===== src/rtl/axi_route_tracker.sv =====
// In-order slave-index FIFO for one AXI address/response channel pair: records the decoded
// slave on each address handshake and steers the response channel from the FIFO head.
module axi_route_tracker #(
    parameter int SlaveCount      = 7,
    parameter int SelSlaveCount   = 3,
    parameter int Depth           = 4,
    parameter int DefaultSlaveIdx = SlaveCount - 1,
    parameter int LastMode        = 1
) (
    input  logic                           ACLK,
    input  logic                           ARESETn,
    input  logic [SlaveCount-1:0]          VALID_Slave,
    input  logic                           AddrHandShake,
    input  logic                           RespHandShake,
    input  logic                           RespLast,
    output logic [SelSlaveCount-1:0]       sel_AddrSlave,
    output logic [SelSlaveCount-1:0]       sel_RespSlave,
    output logic                           RespRouteValid,
    output logic                           AddrStall,
    output logic [$clog2(Depth+1)-1:0]     Outstanding,
    output logic                           OverflowErr,
    output logic                           UnderflowErr
);

    localparam int PtrW = (Depth > 1) ? $clog2(Depth) : 1;
    localparam int CntW = $clog2(Depth + 1);
    localparam logic [SelSlaveCount-1:0] DefIdx  = SelSlaveCount'(DefaultSlaveIdx);
    localparam logic [CntW-1:0]          FullCnt = CntW'(Depth);
    localparam logic [PtrW-1:0]          LastPtr = PtrW'(Depth - 1);

    logic [SelSlaveCount-1:0] mem [Depth];
    logic [PtrW-1:0]          rd_ptr, wr_ptr, rd_nxt, wr_nxt;
    logic [CntW-1:0]          cnt, cnt_nxt;
    logic [SelSlaveCount-1:0] head, head_nxt;
    logic                     empty, full, last_ok, pop_req, pop_acc, push_acc;

    // NOTE: every always_comb output gets a default first so no path can infer a latch.
    always_comb begin
        sel_AddrSlave = DefIdx;
        if ($countones(VALID_Slave) == 1) begin
            for (int i = 0; i < SlaveCount; i++) begin
                if (VALID_Slave[i]) sel_AddrSlave = SelSlaveCount'(i);
            end
        end
    end

    assign empty    = (cnt == '0);
    assign full     = (cnt == FullCnt);
    assign last_ok  = (LastMode == 0) ? 1'b1 : RespLast;
    assign pop_req  = RespHandShake & last_ok;
    assign pop_acc  = pop_req & ~empty;
    // A pop frees the slot in the same cycle, so a full FIFO still accepts a paired push.
    assign push_acc = AddrHandShake & (~full | pop_acc);

    assign rd_nxt = pop_acc  ? ((rd_ptr == LastPtr) ? '0 : rd_ptr + 1'b1) : rd_ptr;
    assign wr_nxt = push_acc ? ((wr_ptr == LastPtr) ? '0 : wr_ptr + 1'b1) : wr_ptr;

    always_comb begin
        cnt_nxt = cnt;
        if (push_acc && !pop_acc)      cnt_nxt = cnt + 1'b1;
        else if (pop_acc && !push_acc) cnt_nxt = cnt - 1'b1;
    end

    // Next head: the slot being written this cycle must be forwarded, it is not in mem yet.
    always_comb begin
        head_nxt = DefIdx;
        if (cnt_nxt != '0) begin
            if (push_acc && (rd_nxt == wr_ptr)) head_nxt = sel_AddrSlave;
            else                                head_nxt = mem[rd_nxt];
        end
    end

    // NOTE: storage has no reset; an entry is only read after it has been written.
    always_ff @(posedge ACLK) begin
        if (push_acc) mem[wr_ptr] <= sel_AddrSlave;
    end

    // NOTE: sequential state uses non-blocking assignments so all registers see pre-edge values.
    always_ff @(posedge ACLK or negedge ARESETn) begin
        if (!ARESETn) begin
            rd_ptr       <= '0;
            wr_ptr       <= '0;
            cnt          <= '0;
            head         <= DefIdx;
            OverflowErr  <= 1'b0;
            UnderflowErr <= 1'b0;
        end else begin
            rd_ptr <= rd_nxt;
            wr_ptr <= wr_nxt;
            cnt    <= cnt_nxt;
            head   <= head_nxt;
            if (AddrHandShake && full && !pop_acc) OverflowErr  <= 1'b1;
            if (pop_req && empty)                  UnderflowErr <= 1'b1;
        end
    end

    assign sel_RespSlave  = head;
    assign Outstanding    = cnt;
    assign RespRouteValid = ~empty;
    assign AddrStall      = full;

endmodule


===== config.mk =====
export PLATFORM = sky130hd
export DESIGN_NAME = axi_route_tracker
export DESIGN_NICKNAME = d
export VERILOG_FILES = /design/src/rtl/axi_route_tracker.sv
export SDC_FILE = /design/constraint.sdc
export NUM_CORES = 1
export LEC_CHECK = 0
export CORE_UTILIZATION = 50
export DETAILED_ROUTE_END_ITERATION = 7
export PLACE_DENSITY = 0.75
export REMOVE_ABC_BUFFERS = 1
export SYNTH_ARGS = -nofsm -noshare
export SYNTH_HDL_FRONTEND = slang
export SYNTH_SLANG_ARGS = --single-unit

===== constraint.sdc =====
create_clock -name ACLK -period 6.9 [get_ports ACLK]
set_input_delay 1.725 -clock ACLK [delete_from_list [all_inputs] [get_ports ACLK]]
set_output_delay 1.725 -clock ACLK [all_outputs]
set_load 0.05 [all_outputs]

======== Word level (Yosys, flattened, before mapping) ========
Memory sizes are Yosys's and may differ from the RTL's.
Index checks and enable logic that the tools add are counted.
operators by class
  $mul .................................... 0
  reductions and logical operators ........ 10
  magnitude comparators ................... 0
  shift-type cells ........................ 0
  bitwise logic cells ..................... 6
  div/mod/pow operators ................... 0
  multiplexer cells ....................... 17
  $add $sub $neg .......................... 10
  equality and inequality tests ........... 5
operator list
  operator                                           number
  2-to-1 mux 3 bit                                   12
  adder 1 x 1 -> 2 bit                               3
  logical AND 1 bit                                  6
  2-to-1 mux 2 bit                                   3
  adder 2 x 1 -> 2 bit (second input constant)       2
  adder 3 x 3 -> 4 bit                               1
  == test 2 bit (second input constant)              2
  == test 4 x 1 -> 1 bit (second input constant)     1
  adder 2 x 1 -> 3 bit                               1
  adder 2 x 2 -> 3 bit                               1
  adder 3 x 1 -> 3 bit (second input constant)       1
  bitwise AND 1 bit                                  3
  == test 3 bit (second input constant)              1
  logical NOT 3 bit                                  1
  nonzero test 3 bit                                 1
  subtractor 3 x 1 -> 3 bit (second input constant)  1
  == test 2 bit                                      1
  logical NOT 1 bit                                  2
  2-to-1 mux 1 bit                                   2
  inverter 1 bit                                     2
  OR 1 bit                                           1
word-level totals
  memories kept ........................... 1
  output and inout port bits .............. 13
  latch bits .............................. 0
  logic and storage cells ................. 55
  memory bits (writable) .................. 12
  ROM bits ................................ 0
  register bits ........................... 12
  input bits .............................. 12
memory list
  name  words  bits a word  read ports  clocked after memory_dff  write ports  line  source
  mem   4      3            1           0                         1            31    logic [SelSlaveCount-1:0] mem [Depth];

======== Depth between registers and ports, before layout ========
  word-level depth ........................ 11
  gate-level depth with buffers ........... 11
  depth with buffers taken out ............ 10

======== Worst setup path before layout ========
OpenSTA, ideal clock, no wires.
  path type ............................... input port to output port
  start ................................... in VALID_Slave[0]
  end ..................................... out sel_AddrSlave[0]
  data required time ...................... 5175 ps
  buffers on the path ..................... 0
  stages .................................. 8
  setup slack ............................. 682 ps
  data arrival time ....................... 4493 ps
  path through ............................ inv_1 fa_1 fa_1 fa_1 inv_1 fa_1 nor4_1 o21a_1
on the way
  cells in the longest elaborated chain, start to end .. 5
ends and longest elaborated chain
  element                                     line  source
  start: declaration                          12    input logic [SlaveCount-1:0] VALID_Slave,
  adder 1 x 1 -> 2 bit (not written as such)  40    if ($countones(VALID_Slave) == 1) begin
  adder 2 x 2 -> 3 bit (not written as such)  40
  adder 3 x 3 -> 4 bit (not written as such)  40
  == test 4 x 1 -> 1 bit                      40
  2-to-1 mux 3 bit                            40
  end: declaration                            16    output logic [SelSlaveCount-1:0] sel_AddrSlave,
No other way between the ends.

======== Worst setup path after layout ========
  start ................................... in VALID_Slave[3]
  end ..................................... out sel_AddrSlave[0]
on the way
  cells in the longest elaborated chain, start to end .. 5
ends and longest elaborated chain
  element                                                                         line
  adder 1 x 1 -> 2 bit (not written as such) or 2-to-1 mux 3 bit (tied branches)  40, 42
  adder 2 x 2 -> 3 bit (not written as such) or 2-to-1 mux 3 bit (tied branches)  40, 42
  adder 3 x 3 -> 4 bit (not written as such) or 2-to-1 mux 3 bit (tied branches)  40, 42
  == test 4 x 1 -> 1 bit or 2-to-1 mux 3 bit (tied branches)                      40, 42
  2-to-1 mux 3 bit *                                                              40
Mark *: on every way between the ends. The rest lies on a longest branch, timed or not.

==> metrics list <==
- Die Outline Area: ~3100 µm²
- Detailed-placement wirelength estimate: around 2.2 mm
* Combined global-route utilization of all metal layers: 0.202
* Commonest register cell after synthesis: edfxtp_1
- After clock tree synthesis, the clock-pin slew on the worst setup and hold paths is between 0.1 and 0.15 ns.
- Fraction of met1 tracks used by global routing: 0.234
- Min-delay worst type: reg -> reg
- Dividing total power by cell area gives a power density of 417 nW/µm².
- Number of antenna violations at the first check in global routing: 0
- VDD IR-drop max: about 0.00029 V
- Row Count: 19
- The first global-routing pass estimated between 4 and 5 mm of wire.
- Of the available clock period, the critical path in the final layout requires 0.966.
* Total negative slack: 0 ns
- Counting every instance in the synthesized netlist gives around 130.
- Type of origin of the critical path: primary input
- Grt met2 use: 0.351
* F_max: ~0.15 GHz
* Unrepaired setup endpoints after global routing: false
- For this block, the initial DRC count from the detailed router was 54.
- After global routing the overflow that remains totals 0.
- In this run the cell area of the synthesized design comes to between 1000 and 1500 µm².
- Clock insertion delay at the later pin of the skew report: roughly 0.32 ns
* Warnings, synthesis: 0
- Max-cap violations in this run came to 0.
* Peak-usage layer in the global routing report: met2
* Count of input and output buffers: 24
- Once layout is complete, the utilization of the core stands at 0.654.
- For the worst setup path, the data required time is between 5 and 6 ns.
- Number of antenna diodes: 0
- The number of gates resized after CTS was 0.
* Most used cells in the layout excluding fill and tap cells: 21 x clkdlybuf4s50_1, 18 x inv_1, 12 x edfxtp_1
* Total vias in the final route: 1,077
* Postcts setup bufs: 0
- Avg WL per Cell: between 15 and 20 µm
- The final layout contains routed wiring with a total length of around 2.9 mm.
* Transition time of the tightest slew-check pin: between 0.5 and 0.6 ns
* Final Max Slew Viols: 0
- Nature of the critical path endpoint: output pin
- Combined flip-flop and latch cell area: 663 µm²
- Via-per-instance ratio: ~5.6
* Area post-placement: 1730 µm²
- The worst setup path is of the in -> out kind.
- Leakage power figure: 0.000755 µW
- The count of nets left with antenna violations once routing finished came out at 0.
- The average instance in the mapped netlist occupies ~11 µm².
- For this run, design rule violations remaining after detail routing come to 0.
- Total area of multi-input combinational cells: between 600 and 700 µm²
* Minimum period implied by the final worst setup slack: roughly 6.7 ns
- The area growth from synthesis to layout is 23.9%.
- Nets: approximately 190
* Fillers: ~220
- Setup violation total in the final timing report: 0
* Slew margin rel.: 0.636
- The tree is rooted in a clkbuf_4.
- Clock skew on the completed layout was measured at between 0.002 and 0.003 ns.
- The run finished with clean final reports.
* # IOs: 25
- Number of synthesized flops with an enable pin: 12
- Overall die width: around 56 µm
- The first detailed-routing pass took 4 iterations.
- Leaving out fill and tap cells, the most frequent cell in the layout is clkdlybuf4s50_1.
* Clock Sink Count: 24
* TritonCTS clock tree: built
* Fraction of final layout cells sized beyond drive strength 1: 0.144
- Initial standard-cell utilization of the core: 0.528
* Count of cell types in the netlist: 43
- At the end of routability-driven placement, the weighted congestion stood at between 0.7 and 0.8.
* Clock tree buffer depth: 2
- Of all nets on the critical path, the largest fanout is 3.
* Largest net degree at the start of global routing: 15
- The via count of the first global-routing pass is between 1,000 and 1,500.
* Fraction of the yosys area taken by sequential cells: 0.460
* Floorplan core area: about 2700 µm²
- FFs w/ async S/R, synth: 0.500
- Yosys reg bits: 24
- In this run the number of H-tree levels came out at 1.
* Number of buffers added by the clock tree synthesis step: 3
- Post-CTS Hold Buffers: 0
- STA puts the critical path data arrival time at 4.94 ns.
- Final-report hold violation count: 0
* Post-route cell area: 1790 µm²
- Met3 Use GR: 0.0349
- The floorplan step set the die height to 55.7 µm.
[flip-flops by register name, indices dropped and copies added (netlist names)]
register       count
wr_ptr             2
Outstanding        3
sel_RespSlave      3
mem               12
rd_ptr             2
UnderflowErr       1
OverflowErr        1
[synthesized netlist by cell type, types with 2 or more instances]
cell type   n  area share
a21oi_1     5       0.017
a31oi_1     2      0.0087
and2_1      6       0.026
dfrtp_1    10        0.17
dfstp_2     2       0.036
edfxtp_1   12        0.25
fa_1        4       0.056
ha_1        9       0.078
inv_1      18       0.047
mux2i_1     5       0.035
nand2_1    11       0.029
nand3_1     2      0.0069
nor2_1      3      0.0078
nor3_1      5       0.017
o211ai_1    2       0.010
o21a_1      2       0.010
o21ai_0     7       0.024
xnor2_1     2       0.012
[stage by stage]
| step | hold WS (ns) | cells | setup WS [ns] | total power [µW] |
|---|---|---|---|---|
| floorplan | 0.573 | 129 | 0.682 | 524 |
| global placement | 0.437 | 187 | 0.231 | 629 |
| detailed placement | 0.445 | 187 | 0.123 | 642 |
| CTS | 0.474 | 191 | 0.123 | 746 |
| global route | 0.488 | 191 | 0.0938 | 792 |
| finish | 0.473 | 191 | 0.235 | 746 |
[cell type report]
class	instances	area share
tap	31	0.0217
timing repair buffer	27	0.150
sequential	24	0.371
multi-input combinational	87	0.390
inverter	18	0.0378
clock buffer	3	0.0126
clock inverter	1	0.0168
[cells by family (layout without fill, tap and decap cells)]
group / count (synthesis) / count (layout) / synth area share
xor gates and xnor gates: 2 / 2 / 0.0121
DFF: 24 / 24 / 0.460
AOI/OAI and AO/OA: 30 / 30 / 0.142
and+or+nand+nor: 35 / 35 / 0.134
adders and majority gates: 13 / 13 / 0.134
muxes: 7 / 7 / 0.0581
buffers and inverters: 21 / 49 / 0.0607
[power breakdown]
group / switching (µW) / internal [µW]
Sequential: 35.7 / 204
Clock: 42.8 / 58.8
Combinational: 246 / 159
[worst max-delay path: stages]
cell and delay (ns):
clkdlybuf4s50_1 0.51, inv_1 0.08, fa_1 0.51, fa_1 0.43, fa_1 0.37, inv_1 0.08, fa_1 0.43, nor4_2 0.39
o21a_1 0.25, buf_12 0.15
[layer usage]
layer	vias to the layer above	wire length [µm]
li1	520	-
met1	528	1190
met2	22	1590
met3	7	66
met4	0	63
met5	-	0
[final timing paths]
| check | start | slack, ns | cells past startpoint | endpoint |
|---|---|---|---|---|
| max | VALID_Slave[3] | 0.24 | 10 | sel_AddrSlave[0] |
| min | UnderflowErr$_DFFE_PN0P_ | 0.47 | 1 | UnderflowErr$_DFFE_PN0P_ |
| max reg2reg | Outstanding[0]$_DFF_PN0_ | 4.51 | 8 | sel_RespSlave[0]$_DFF_PN0_ |
| min reg2reg | UnderflowErr$_DFFE_PN0P_ | 0.47 | 1 | UnderflowErr$_DFFE_PN0P_ |
| max in group asynchronous | ARESETn | 4.79 | 1 | sel_RespSlave[2]$_DFF_PN1_ |
| min in group asynchronous | ARESETn | 1.74 | 1 | Outstanding[2]$_DFF_PN0_ |
No activity file was read; power rests on OpenSTA's default activity.
